File: src/rtl/rv_mem_pkg.sv
// Shared types and constants for the single-SRAM fetch/data arbiter.
// Port ids double as bit positions in the arbiter's request vector.
package rv_mem_pkg;

  typedef enum logic [1:0] {
    ST_IDLE   = 2'd0,
    ST_ACCESS = 2'd1,
    ST_RESP   = 2'd2
  } state_e;

  typedef enum logic {
    FETCH = 1'b0,
    DATA  = 1'b1
  } port_e;

  localparam logic [31:0] DONE_ADDR_DEF = 32'h0000_FFFF;
  localparam logic [31:0] DONE_DATA_DEF = 32'h0000_DEAD;

endpackage

File: src/rtl/rv_rr_arb2.sv
// Two-way round-robin picker: a lone requester wins, a tie goes to the port
// that was not granted last. The last_grant register lives in the parent.
module rv_rr_arb2
  import rv_mem_pkg::*;
(
  input  logic [1:0] req_i,
  input  port_e      last_grant_i,
  output port_e      grant_o
);

  always_comb begin
    grant_o = FETCH;
    case (req_i)
      2'b01:   grant_o = FETCH;
      2'b10:   grant_o = DATA;
      2'b11:   grant_o = (last_grant_i == FETCH) ? DATA : FETCH;
      default: grant_o = last_grant_i;
    endcase
  end

endmodule

File: src/rtl/rv_mem_arb.sv
// Shares one single-port synchronous SRAM between the core's fetch and data
// ports; also decodes the completion write into a sticky halt.
module rv_mem_arb
  import rv_mem_pkg::*;
#(
  parameter int                 DPWIDTH     = 32,
  parameter int                 LOGMEM_SIZE = 10,
  parameter logic [DPWIDTH-1:0] DONE_ADDR   = DPWIDTH'(DONE_ADDR_DEF),
  parameter logic [DPWIDTH-1:0] DONE_DATA   = DPWIDTH'(DONE_DATA_DEF)
) (
  input  logic                   clk,
  input  logic                   rst,
  input  logic                   if_req,
  input  logic [DPWIDTH-1:0]     if_addr,
  output logic                   if_ack,
  output logic [DPWIDTH-1:0]     if_rdata,
  input  logic                   d_req,
  input  logic                   d_we,
  input  logic [DPWIDTH-1:0]     d_addr,
  input  logic [DPWIDTH-1:0]     d_wdata,
  output logic                   d_ack,
  output logic [DPWIDTH-1:0]     d_rdata,
  output logic                   mem_en,
  output logic                   mem_we,
  output logic [LOGMEM_SIZE-1:0] mem_addr,
  output logic [DPWIDTH-1:0]     mem_wdata,
  input  logic [DPWIDTH-1:0]     mem_rdata,
  output logic                   err,
  output logic                   halt
);

  state_e                 state_q;
  port_e                  lastGrant_q;
  port_e                  winner_q;
  port_e                  grant;
  logic                   memEn_q;
  logic                   memWe_q;
  logic [LOGMEM_SIZE-1:0] memAddr_q;
  logic [DPWIDTH-1:0]     memWdata_q;
  logic                   ifAck_q;
  logic                   dAck_q;
  logic                   err_q;
  logic                   halt_q;
  logic                   legal_q;
  logic                   done_q;
  logic                   rdOk_q;

  logic [1:0]             reqVec;
  logic [DPWIDTH-1:0]     selAddr;
  logic                   selWe;
  logic                   isDone;
  logic                   isLegal;
  logic [LOGMEM_SIZE-1:0] memAddr_d;
  logic [DPWIDTH-1:0]     memWdata_d;

  assign reqVec = {d_req, if_req};

  rv_rr_arb2 uArb (
    .req_i        (reqVec),
    .last_grant_i (lastGrant_q),
    .grant_o      (grant)
  );

  // The completion write is recognised before legality, so its misaligned
  // address never raises err.
  assign selAddr    = (grant == DATA) ? d_addr : if_addr;
  assign selWe      = (grant == DATA) && d_we;
  assign isDone     = selWe && (d_addr == DONE_ADDR) && (d_wdata == DONE_DATA);
  assign isLegal    = (selAddr[1:0] == 2'b00) &&
                      (selAddr[DPWIDTH-1:LOGMEM_SIZE+2] == '0);
  assign memAddr_d  = selAddr[LOGMEM_SIZE+1:2];
  assign memWdata_d = (grant == DATA) ? d_wdata : '0;

  always_ff @(posedge clk or negedge rst) begin
    if (!rst) begin
      state_q     <= ST_IDLE;
      lastGrant_q <= FETCH;
      winner_q    <= FETCH;
      memEn_q     <= 1'b0;
      memWe_q     <= 1'b0;
      memAddr_q   <= '0;
      memWdata_q  <= '0;
      ifAck_q     <= 1'b0;
      dAck_q      <= 1'b0;
      err_q       <= 1'b0;
      halt_q      <= 1'b0;
      legal_q     <= 1'b0;
      done_q      <= 1'b0;
      rdOk_q      <= 1'b0;
    end else begin
      case (state_q)
        ST_IDLE: begin
          if ((if_req || d_req) && !halt_q) begin
            winner_q    <= grant;
            lastGrant_q <= grant;
            memAddr_q   <= memAddr_d;
            memWdata_q  <= memWdata_d;
            legal_q     <= isLegal;
            done_q      <= isDone;
            rdOk_q      <= isLegal && !selWe;
            memEn_q     <= isLegal && !isDone;
            memWe_q     <= isLegal && !isDone && selWe;
            state_q     <= ST_ACCESS;
          end
        end
        ST_ACCESS: begin
          memEn_q <= 1'b0;
          memWe_q <= 1'b0;
          ifAck_q <= (winner_q == FETCH);
          dAck_q  <= (winner_q == DATA);
          err_q   <= !legal_q && !done_q;
          state_q <= ST_RESP;
        end
        ST_RESP: begin
          ifAck_q <= 1'b0;
          dAck_q  <= 1'b0;
          err_q   <= 1'b0;
          if (done_q) halt_q <= 1'b1;
          state_q <= ST_IDLE;
        end
        default: state_q <= ST_IDLE;
      endcase
    end
  end

  // SRAM read data arrives in the RESP cycle, so it is steered straight out.
  assign if_rdata  = (ifAck_q && rdOk_q) ? mem_rdata : '0;
  assign d_rdata   = (dAck_q && rdOk_q) ? mem_rdata : '0;
  assign if_ack    = ifAck_q;
  assign d_ack     = dAck_q;
  assign mem_en    = memEn_q;
  assign mem_we    = memWe_q;
  assign mem_addr  = memAddr_q;
  assign mem_wdata = memWdata_q;
  assign err       = err_q;
  assign halt      = halt_q;

endmodule
File: config.mk
export PLATFORM = sky130hd
export DESIGN_NAME = rv_mem_arb
export DESIGN_NICKNAME = d
export VERILOG_FILES = /design/src/rtl/rv_mem_pkg.sv /design/src/rtl/rv_rr_arb2.sv /design/src/rtl/rv_mem_arb.sv
export SDC_FILE = /design/constraint.sdc
export NUM_CORES = 1
export LEC_CHECK = 0
export BUFFER_PORTS_ARGS = -buffer_cell sky130_fd_sc_hd__buf_2
export CORE_AREA = 2 2 94 96
export CTS_BUF_LIST = sky130_fd_sc_hd__clkbuf_2 sky130_fd_sc_hd__clkbuf_4 sky130_fd_sc_hd__clkbuf_8
export CTS_CLUSTER_SIZE = 16
export DETAILED_ROUTE_END_ITERATION = 10
export DIE_AREA = 0 0 96 98
export PLACE_DENSITY_LB_ADDON = 0.12
export SYNTH_ARGS = -nofsm -noshare
export SYNTH_HDL_FRONTEND = slang
export SYNTH_SLANG_ARGS = --single-unit
File: constraint.sdc
create_clock -name clk -period 3.35 [get_ports clk]
set_clock_uncertainty 0.15 [all_clocks]
set_input_delay 0.335 -clock clk [delete_from_list [all_inputs] [get_ports clk]]
set_output_delay 0.335 -clock clk [all_outputs]
set_load 0.01 [all_outputs]
# == Word-level counts from Yosys, hierarchy flattened ==
# Cells that the tools add are included.
# Widths: inputs -> output; s select.
# word_totals
reg_bits,54
output_inout_bits,112
wordCells,62
# op_classes
n_eq_ne,8
muxes,15
n_bitwise,1
n_reduce_logical,25
# ops
operator,n
$mux 32,4
$eq 32x16->1 const B,2
$logic_not 20->1,1
$logic_and 1x1->1,11
$pmux 1 s2,5
$eq 2x2->1 const B,3
$reduce_and 2->1,3
$logic_not 1->1,5
$eq 2x1->1 const B,2
$logic_not 2->1,2
$pmux 2 s2,1
$reduce_bool 2->1,2
$mux 1,3
$pmux 1 s3,1
$mux 2,1
$ne 2x2->1 const B,1
$logic_or 1x1->1,1
$not 1->1,1

# == Longest topological paths before layout ==
# Gate-level depths: netlist of run 1.
# logic_depth
ltp_word,10
ltp_mapped,7

# == Modules after synthesis ==
# A second synthesis of run 1 with hierarchy kept.
# unflattened
hier_cells,348
hier_area_um2,2961.6
# modules_own_cells
module,instances,cells_each,area_each_um2,seq_area_each_um2
rv_mem_arb,1,346,2947.8,1351.3
rv_rr_arb2,1,2,13.8,0.0

# == Least setup slack after synthesis of run 1 ==
# OpenSTA, ideal clock, no wires.
# synth_timing
kind,input-to-reg
from,input port d_wdata[1]
to,register done_q
setup_ns,0.092
t_arrival_ns,1.647
slack_ns,1.461
stages,4
path_buffers,0
cell_sequence,nand4b_1 -> or4_1 -> or4_1 -> o31ai_2
# synth_between
elab_chain_cells,2
# synth_lines
element,line_no,rtl
"start, declared",rv_mem_arb.sv:20,"input logic [DPWIDTH-1:0] d_wdata,"
$eq 32x16->1,rv_mem_arb.sv:68,assign isDone = selWe && (d_addr == DONE_ADDR) && (d_wdata == DONE_DATA);
$logic_and 1x1->1,rv_mem_arb.sv:68,
"end signal, assigned",rv_mem_arb.sv:99,done_q <= isDone;
"end, declared",rv_mem_arb.sv:45,logic done_q;
# Every way passes these cells.
# A chain may end at the register's enable or synchronous reset.

==> run summary, run 1 <==
The clock slew at the register clock pins of the worst setup and hold paths came out at 0.10 ns. The power density over the cells is 617 nW/um^2. The largest net degree at the start of global routing is 66. The register share of total power came out at 0.418.

The number of search-and-repair iterations in the first detailed-routing pass came out at 4. The detailed router put a total of approximately 4100 microns of wire on met1. The clock latency at the later pin of the worst-skew pair is around 0.30 ns. The power spent charging and discharging nets came out at 1140 uW. The detail-routed net length per standard cell came out at 14.0 microns. The layout overhead on the synthesized area came out at 46.1%. In this run the tool buffered the top-level ports with 244 buffer cells. Setup repair after global routing left no endpoint under its margin. In the finished design, the share of the clock period the worst path needs comes to 0.682.

The number of antenna violations at the first check in global routing came out at 0. The standard cell area after detailed placement is 4250 sq um. The slowest stage of the critical path is the or2_2 cell. A synthesized cell averages about 8.6 sq um. The synthesized area is 2980 sq um. The share of the Yosys chip area taken by registers is 0.454. The number of hold-repair buffers added at the cts stage came out at 1. The setup TNS after final layout came out at 0 ns. The routed wire length came out at 9500 microns.

TritonCTS built the clock tree. The startpoint identified for the worst register-to-register timing path is winner_q$_DFFE_PN0P_. The final antenna diode count is 0.

The half-perimeter wire length after placement came out at 7620 microns. The number of setup buffers added after CTS is 0. Dividing the detail-routed via count by the number of cells gives 4.89. The proportion of register bits with asynchronous set or reset after synthesis is 1.00. The overall power came out at roughly 2700 uW.

The placement row count came out at 34. The slack of the worst reg-to-reg path is 1.07 ns. The finished cells cover 4350 sq um. The total number of vias came out at 3329.

Yosys printed 0 warnings. The first global-routing pass estimated 14300 microns of wire. The number of violations of the max-capacitance limit is 0.

Of the total power, the share spent switching nets is 0.426. The number of synthesized flops with an enable pin came out at 0. The synthesis-stage register bit count came out at 54. The predominant post-synthesis flop cell is dfrtp_1. The maximum fanout encountered on the critical timing path came out at 46. The last weighted congestion value of the routability-driven placer came out at 0.842.

The depth of the CTS H-tree came out at 2. The floorplan die area came out at around 9400 sq um. The endpoint identified for the worst register-to-register timing path is mem_we$_DFFE_PN0P_. The upper clock frequency limit came out at 0.438 GHz. The worst setup path is launched from a flip-flop. The post-synthesis cell type count is 33. Walking the worst path, the cells encountered are nor2b_1 > or2_2 > o32a_1 > o41ai_2. The combinational share of power came out at 0.447. For this run, design rule violations remaining after detail routing come to 0. In this run the worst setup path terminates at mem_we$_DFFE_PN0P_. The maximum single-stage delay on the critical path came out at 0.64 ns. After detailed routing, the met3 layer carries 814 microns of wire. The static leakage power came out at 0.00268 uW. Final hold analysis gives a worst-case slack of 0.107 ns.

The depth of the worst register-to-register path is 4. The total nets after synthesis came out at 482. The total met2 wirelength after detailed routing came out at 4460 microns.

The number of antenna-violating nets in the routed design is 0. The die is a little under 100 microns tall. The final net count came out at 710.

STA classifies the critical path endpoint as a flip-flop. The share of post-route cells with drive strength above 1 came out at 0.459. Leaving out fill and tap cells, the most frequent cells in the layout are 244 x buf_2, 83 x nand2_1, 64 x and3_1. The number of sinks driven by the clock tree is 54.

The via count of the first global-routing pass is between 2000 and 3000. The number of gates resized after cts is 0. The most common library cell in the layout ignoring fill and taps is buf_2.

The final hold violation count was 0. The effective utilization at floorplan is 0.351. The clock network fraction of design power came out at 0.135. The worst hold path class is primary input to flip-flop. The overall overflow remaining after global route came out at 0.

The post-route core utilization came out at 0.513. The longest clock path from root to sink contains 2 buffers. Setup violations remaining at the end of the flow were counted as 0. The overall die width came out at 96 microns. At the worst endpoint, the required time is 3.40 ns. The synthesized instance count came out at between 300 and 400. The minimum period implied by the final worst setup slack came out at 2.28 ns. In the global route stage, overall resource usage came out at 0.192.

The worst setup path is of the flip-flop to flip-flop kind. Signal routing reaches up to met4. The number of buffers inserted during clock tree synthesis is 5. The core region is 8470 sq um. The arrival time of data at the critical path endpoint is 2.34 ns.

The worst slew slack as a fraction of its limit came out at 0.349. The transition time of the tightest slew-check pin is approximately 1 ns. In this run the worst setup path begins at winner_q$_DFFE_PN0P_. The run finished with clean final reports. The iteration-0 DRC count of the detailed router came out at around 140. In this run the clock root is driven by a clkbuf_8.

The internal power came out at around 1500 uW. The number of pins exceeding their max-slew limit in the final report is 0. around 250 I/O pins were placed.

The worst vdd rail ir drop came out at 0.343 mV.
==> sequential cells by signal, summed over array words and instances (netlist names) <==
name / flops
d_ack: 1
mem_wdata: 32
rdOk_q: 1
legal_q: 1
mem_addr: 10
winner_q: 1
mem_we: 1
err: 1
state_q: 2
mem_en: 1
if_ack: 1
done_q: 1
halt: 1
==> synthesized netlist by cell type (2+ instances only) <==
cell type | n | share of area
and3_1 | 64 | 0.13
buf_1 | 3 | 0.0038
buf_2 | 2 | 0.0034
clkbuf_1 | 23 | 0.029
dfrtp_1 | 54 | 0.45
ha_1 | 4 | 0.017
inv_1 | 5 | 0.0063
mux2_2 | 3 | 0.011
mux2i_1 | 10 | 0.034
nand2_1 | 83 | 0.10
nand4_1 | 5 | 0.011
nor2_1 | 4 | 0.0050
nor2b_1 | 2 | 0.0042
nor4_1 | 12 | 0.025
nor4b_1 | 2 | 0.0059
nor4bb_1 | 2 | 0.0067
o211ai_1 | 4 | 0.010
o21ai_0 | 2 | 0.0034
o21ai_1 | 46 | 0.077
or4_1 | 2 | 0.0050
==> per-layer routing <==
layer | up-vias | global-route usage
li1 | 1667 | -
met1 | 1514 | 0.252
met2 | 133 | 0.313
met3 | 15 | 0.0525
met4 | 0 | 0.0495
met5 | - | 0
==> power groups by stage <==
stage	Clock [uW]	Combinational (uW)	Sequential (uW)
floorplan	0	666	1190
global placement	0	1200	1120
detailed placement	0	1230	1130
CTS	375	1220	1120
global route	407	1350	1160
finish	361	1200	1120
==> through the flow <==
step,setup WS (ns),instances
2_1_floorplan,1.46,345
3_3_place_gp,1.08,673
3_5_place_dp,1.02,673
4_1_cts,1.04,681
5_1_grt,0.964,681
6_report,1.07,681
==> worst max-delay path: cells and delay by family (launching register included) <==
| family | cells | cell delay [ns] |
|---|---|---|
| flops | 1 | 0.42 |
| compound gates | 2 | 0.82 |
| simple gates | 2 | 0.79 |
==> kinds of logic (layout without fill, tap and decap cells) <==
group           Yosys count  in the layout  share of synthesized area
mux                      13             13                     0.0450
simple gates            184            184                      0.333
flops                    54             54                      0.454
buf+inv                  33            261                     0.0425
compound gates           57             57                      0.109
fa+ha+maj                 4              4                     0.0168
==> worst min path at each step <==
stage                                endpoint  slack [ns]   startpoint  depth (start not counted)
floorplan                   d_ack$_DFFE_PN0P_       -0.11          rst                          0
global placement    mem_wdata[22]$_DFFE_PN0P_        0.14          rst                          1
detailed placement  mem_wdata[22]$_DFFE_PN0P_        0.15          rst                          1
CTS                  mem_wdata[6]$_DFFE_PN0P_         0.1   d_wdata[6]                          3
global route        mem_wdata[23]$_DFFE_PN0P_        0.10  d_wdata[23]                          3
finish               mem_wdata[6]$_DFFE_PN0P_        0.11   d_wdata[6]                          3
==> area by class of cell <==
class,count,area [sq um]
clock buffer,5,68.8
fill,854,4120
clock inverter,2,13.8
timing repair buffer,249,1260
tap,108,135
inverter,5,18.8
multi-input combinational,258,1500
sequential,54,1350
(Power assumes the default switching activity.)
==> inputs of run 2 (changes only) <==
--- a/config.mk
+++ b/config.mk
@@ -5,6 +5,7 @@
 export SDC_FILE = /design/constraint.sdc
 export NUM_CORES = 1
 export LEC_CHECK = 0
+export ABC_AREA = 1
 export BUFFER_PORTS_ARGS = -buffer_cell sky130_fd_sc_hd__buf_2
 export CORE_AREA = 2 2 94 96
 export CTS_BUF_LIST = sky130_fd_sc_hd__clkbuf_2 sky130_fd_sc_hd__clkbuf_4 sky130_fd_sc_hd__clkbuf_8
==> constraint.sdc (replaced) <==
create_clock -name clk -period 2 [get_ports clk]
set_clock_uncertainty 0.15 [all_clocks]
set_input_delay 0.2 -clock clk [delete_from_list [all_inputs] [get_ports clk]]
set_output_delay 0.2 -clock clk [all_outputs]
set_load 0.01 [all_outputs]
==> run 2 against run 1 <==
Effect of this change: critical path depth grew 1; sequential share of layout area down 2.5 points; first-iteration DRC count fell by 23%; worst hold slack worse by 0.087 ns; final area rose by 8.8%; largest power group unchanged; highest routed layer unchanged.
==> run summary, run 2 <==
The synthesis-stage register bit count is 54 (unchanged). The setup TNS after final layout came out at 0 ns (unchanged). The internal power came out at 2690 uW (was 1540 uW).

The fraction of power spent switching nets is 0.405 (was 0.426). The clock slew at the register clock pins of the worst setup and hold paths came to 0.10 ns (about the same). The proportion of register bits with asynchronous set or reset after synthesis came out at 1.00 (unchanged). The total nets after synthesis is 583 (was 482).

The endpoint of the lowest-slack register-to-register path is mem_wdata[7]$_DFFE_PN0P_ (was mem_we$_DFFE_PN0P_). Run status: complete, no violations (unchanged). The most common library cell in the layout ignoring fill and taps is buf_2 (unchanged).

The depth of the worst register-to-register path came out at 5 (was 4). The power spent charging and discharging nets came out at 1830 uW (was 1140 uW). The register cell area after layout came out at 1350 sq um (unchanged).

The final net count came out at 850 (was 710). The post-synthesis cell type count came to 21 (was 33). The portion of synthesized cell area occupied by the leading cell type was 0.446 (was 0.454). The synthesized instance count is 446 (was 345).

The layout filler cell count came to 872 (was 854). The placement row count is 34 (unchanged). The number of buffers added on ports came out at 244 (unchanged). The predominant post-synthesis flop cell is dfrtp_1 (unchanged). The combinational share of power is 0.450 (was 0.447). The detail-routed net length per standard cell is 12.2 microns (was 14.0 microns). The I/O pin count came out at 245 (unchanged). The routed wire length is 10000 microns (was 9500 microns). Leading cell types in the layout, fill and taps excluded: 244 x buf_2, 123 x nor2_1, 117 x nand2_1 (was 244 x buf_2, 83 x nand2_1, 64 x and3_1).

The CTS tree is done (unchanged). The number of setup buffers added after CTS is 0 (unchanged). The number of buffers inserted during clock tree synthesis is 5 (unchanged). Most numerous cell types in the synthesized netlist: 123 x nor2_1, 117 x nand2_1, 54 x dfrtp_1, 52 x inv_1, 33 x nand3_1 (was 83 x nand2_1, 64 x and3_1, 54 x dfrtp_1, 46 x o21ai_1, 23 x clkbuf_1).

The register share of total power came out at 0.383 (was 0.418). The portion of the clock cycle consumed by the worst path in the final layout is 0.894 (was 0.682). The share of post-route cells with drive strength above 1 came to 0.371 (was 0.459). The number of gates resized after cts came to 0 (unchanged).

The sequential-to-total area share from yosys stat came out at 0.446 (was 0.454). The depth of the CTS H-tree came out at 2 (unchanged). The largest net degree at the start of global routing is 47 (was 66).

The category of the worst setup path launch point was a flip-flop (unchanged). Setup repair after global routing missed its margin: no (unchanged). The y dimension of the die came to 98 microns (unchanged).

The overall overflow remaining after global route was 0 (unchanged). The total instance count after detailed placement is 786 (was 673). The number of pins exceeding their max-slew limit in the final report came out at 0 (unchanged).

The slack of the worst reg-to-reg path was 0.21 ns (was 1.07 ns). The final antenna diode count came to 0 (unchanged). The endpoint of the worst hold path is mem_wdata[15]$_DFFE_PN0P_ (was mem_wdata[6]$_DFFE_PN0P_). The clock latency at the later pin of the worst-skew pair is 0.30 ns (about the same). The launch instance of the worst min-delay path is d_wdata[15] (was d_wdata[6]).

The worst vdd rail ir drop came out at 0.624 mV (was 0.343 mV). The worst setup path startpoint is winner_q$_DFFE_PN0P_ (unchanged). The root buffer selected by CTS is clkbuf_8 (unchanged). The dominant cell by count in the synthesized netlist is nor2_1 (was nand2_1).

The minimum period implied by the final worst setup slack was 1.79 ns (was 2.28 ns). The number of antenna-violating nets in the routed design came out at 0 (unchanged). The static leakage power is 0.00297 uW (was 0.00268 uW). The number of violations of the max-capacitance limit came out at 0 (unchanged). The placeable core region came to 8470 sq um (unchanged).

The wire length of the first global-routing pass is 15800 microns (was 14300 microns). The setup slack after placement is 0.169 ns (was 1.02 ns). The power density over the cells came out at 955 nW/um^2 (was 617 nW/um^2).

The number of antenna violations at the first check in global routing came out at 0 (unchanged). The worst hold path class is primary input to flip-flop (unchanged). The transition time of the tightest slew-check pin is 0.638 ns (was 0.976 ns). The total number of vias came out at 3707 (was 3329). The number of warnings printed during yosys synthesis came out at 0 (unchanged). The floorplan die area is 9410 sq um (unchanged). The clock network fraction of design power came out at 0.166 (was 0.135). The iteration-0 DRC count of the detailed router came out at 104 (was 135).

The flip-flop count of the largest register, all copies and words added is 32 (unchanged). The synthesized area came out at 3030 sq um (was 2980 sq um). The worst slew slack as a fraction of its limit came to 0.574 (was 0.349). The worst hold path cell count came out at 3 (unchanged). The remaining routing DRC violations came out at 0 (unchanged). The via count of the first global-routing pass is 3572 (was 2966). The number of synthesized flops with an enable pin is 0 (unchanged). The final worst-path setup slack came out at 0.212 ns (was 1.07 ns). The via count normalized by instance count came out at 4.51 (was 4.89). The final hold violation count is 0 (unchanged). The worst reg2reg path startpoint is winner_q$_DFFE_PN0P_ (unchanged). The most area-hungry cell type in the Yosys netlist was dfrtp_1 (unchanged). The number of endpoints failing setup at the final stage is 0 (unchanged). The number of search-and-repair iterations in the first detailed-routing pass is 6 (was 4).

The post-synthesis area per instance is 6.79 sq um (was 8.62 sq um). The buffer depth of the longest clock path was 2 (unchanged). The upper clock frequency limit is 0.559 GHz (was 0.438 GHz). The maximum fanout encountered on the critical timing path was 39 (was 46).

The kind of end point of the critical path is a flip-flop (unchanged). The worst-case hold slack is 0.0204 ns (was 0.107 ns). The count of placed standard cells in the final layout, fillers left out came out at 822 (was 681). The category of the most critical setup path is flip-flop to flip-flop (unchanged).

The overall die width came out at 96 microns (unchanged). The endpoint required time on the critical path came to 2.07 ns (was 3.40 ns). The last weighted congestion value of the routability-driven placer came out at 0.775 (was 0.842).

Top post-synthesis cells by area: dfrtp_1 45%, nor2_1 15%, nand2_1 15% (was dfrtp_1 45%, and3_1 13%, nand2_1 10%). The layout overhead on the synthesized area came out at 56.2% (was 46.1%). The half-perimeter wire length after placement is 7660 microns (was 7620 microns). The combined global-route utilization of all metal layers came out at 0.209 (was 0.192). The effective utilization at floorplan came out at 0.358 (was 0.351). The arrival time of data at the critical path endpoint is 1.86 ns (was 2.34 ns). The area of combinational cells with multiple inputs is 1360 sq um (was 1500 sq um). The number of sinks driven by the clock tree came out at 54 (unchanged).
[run 2: cell types whose count changed in the layout (fill, tap and decap cells not counted), moves of 4 or more]
cell,delta
nand3_1,+33
o21ai_1,-43
o211ai_1,-4
and3_1,-64
o21ai_0,+24
nor4_1,-12
mux2i_1,-10
inv_1,+47
nand2_1,+34
dlygate4sd3_1,+27
nor2_1,+119
[run 2: how the worst max path moves through the flow]
| stage | cells past startpoint | slack, ns | endpoint |
|---|---|---|---|
| final | 5 | 0.21 | mem_wdata[7]$_DFFE_PN0P_ |
| after global routing | 5 | 0.1 | mem_wdata[7]$_DFFE_PN0P_ |
| after CTS | 5 | 0.17 | mem_wdata[7]$_DFFE_PN0P_ |
| after detailed placement | 5 | 0.17 | mem_wdata[7]$_DFFE_PN0P_ |
| after global placement | 5 | 0.23 | mem_wdata[13]$_DFFE_PN0P_ |
| after floorplan | 8 | 0.50 | mem_addr[0]$_DFFE_PN0P_ |
[run 2: worst max-delay path, stage by stage, from the launching register on]
cell and delay (ns):
dfrtp_1 0.42, nand2_1 0.09, o21ai_2 0.06, inv_2 0.46
nand2_1 0.29, o21ai_0 0.22
[run 2: layer usage]
layer | global-route usage | up-vias | part of all wire
li1 | - | 1894 | -
met1 | 0.235 | 1631 | 0.39
met2 | 0.387 | 158 | 0.51
met3 | 0.0424 | 24 | 0.077
met4 | 0.0604 | 0 | 0.024
met5 | 0 | - | 0
[run 2: cell type report]
class / instances / area share
flip-flops and latches: 54 / 0.286
clock buffers: 7 / 0.0177
multi-input cells: 319 / 0.287
repair buffers: 279 / 0.331
inverters: 54 / 0.0434
clock inverters: 1 / 0.00635
well taps: 108 / 0.0286
[run 2: cell families after synthesis]
logic type,count (synthesis),synth area share
simple gates,281,0.370
fa+ha+maj,4,0.0165
flops,54,0.446
buf+inv,73,0.106
compound gates,34,0.0608
[run 2: repair_timing]
item / CTS / global route
endpoints found under the hold margin: 48 / 0
setup endpoints to repair: 0 / 0
hold buffers: 28 / 0
[run 2: power groups by stage]
stage / logic [uW] / registers (uW) / clock network (uW)
6_report: 2030 / 1730 / 751
5_1_grt: 2300 / 1780 / 813
3_3_place_gp: 1990 / 1740 / 0
4_1_cts: 2060 / 1730 / 777
2_1_floorplan: 1070 / 1910 / 0
3_5_place_dp: 2020 / 1740 / 0
[run 2: metrics by stage]
step | utilization | instance area (sq um) | power, uW
final | 0.558 | 4730 | 4510
after global routing | 0.558 | 4730 | 4890
after CTS | 0.558 | 4730 | 4560
after detailed placement | 0.512 | 4330 | 3760
after global placement | 0.512 | 4330 | 3720
after floorplan | - | 3030 | 2970
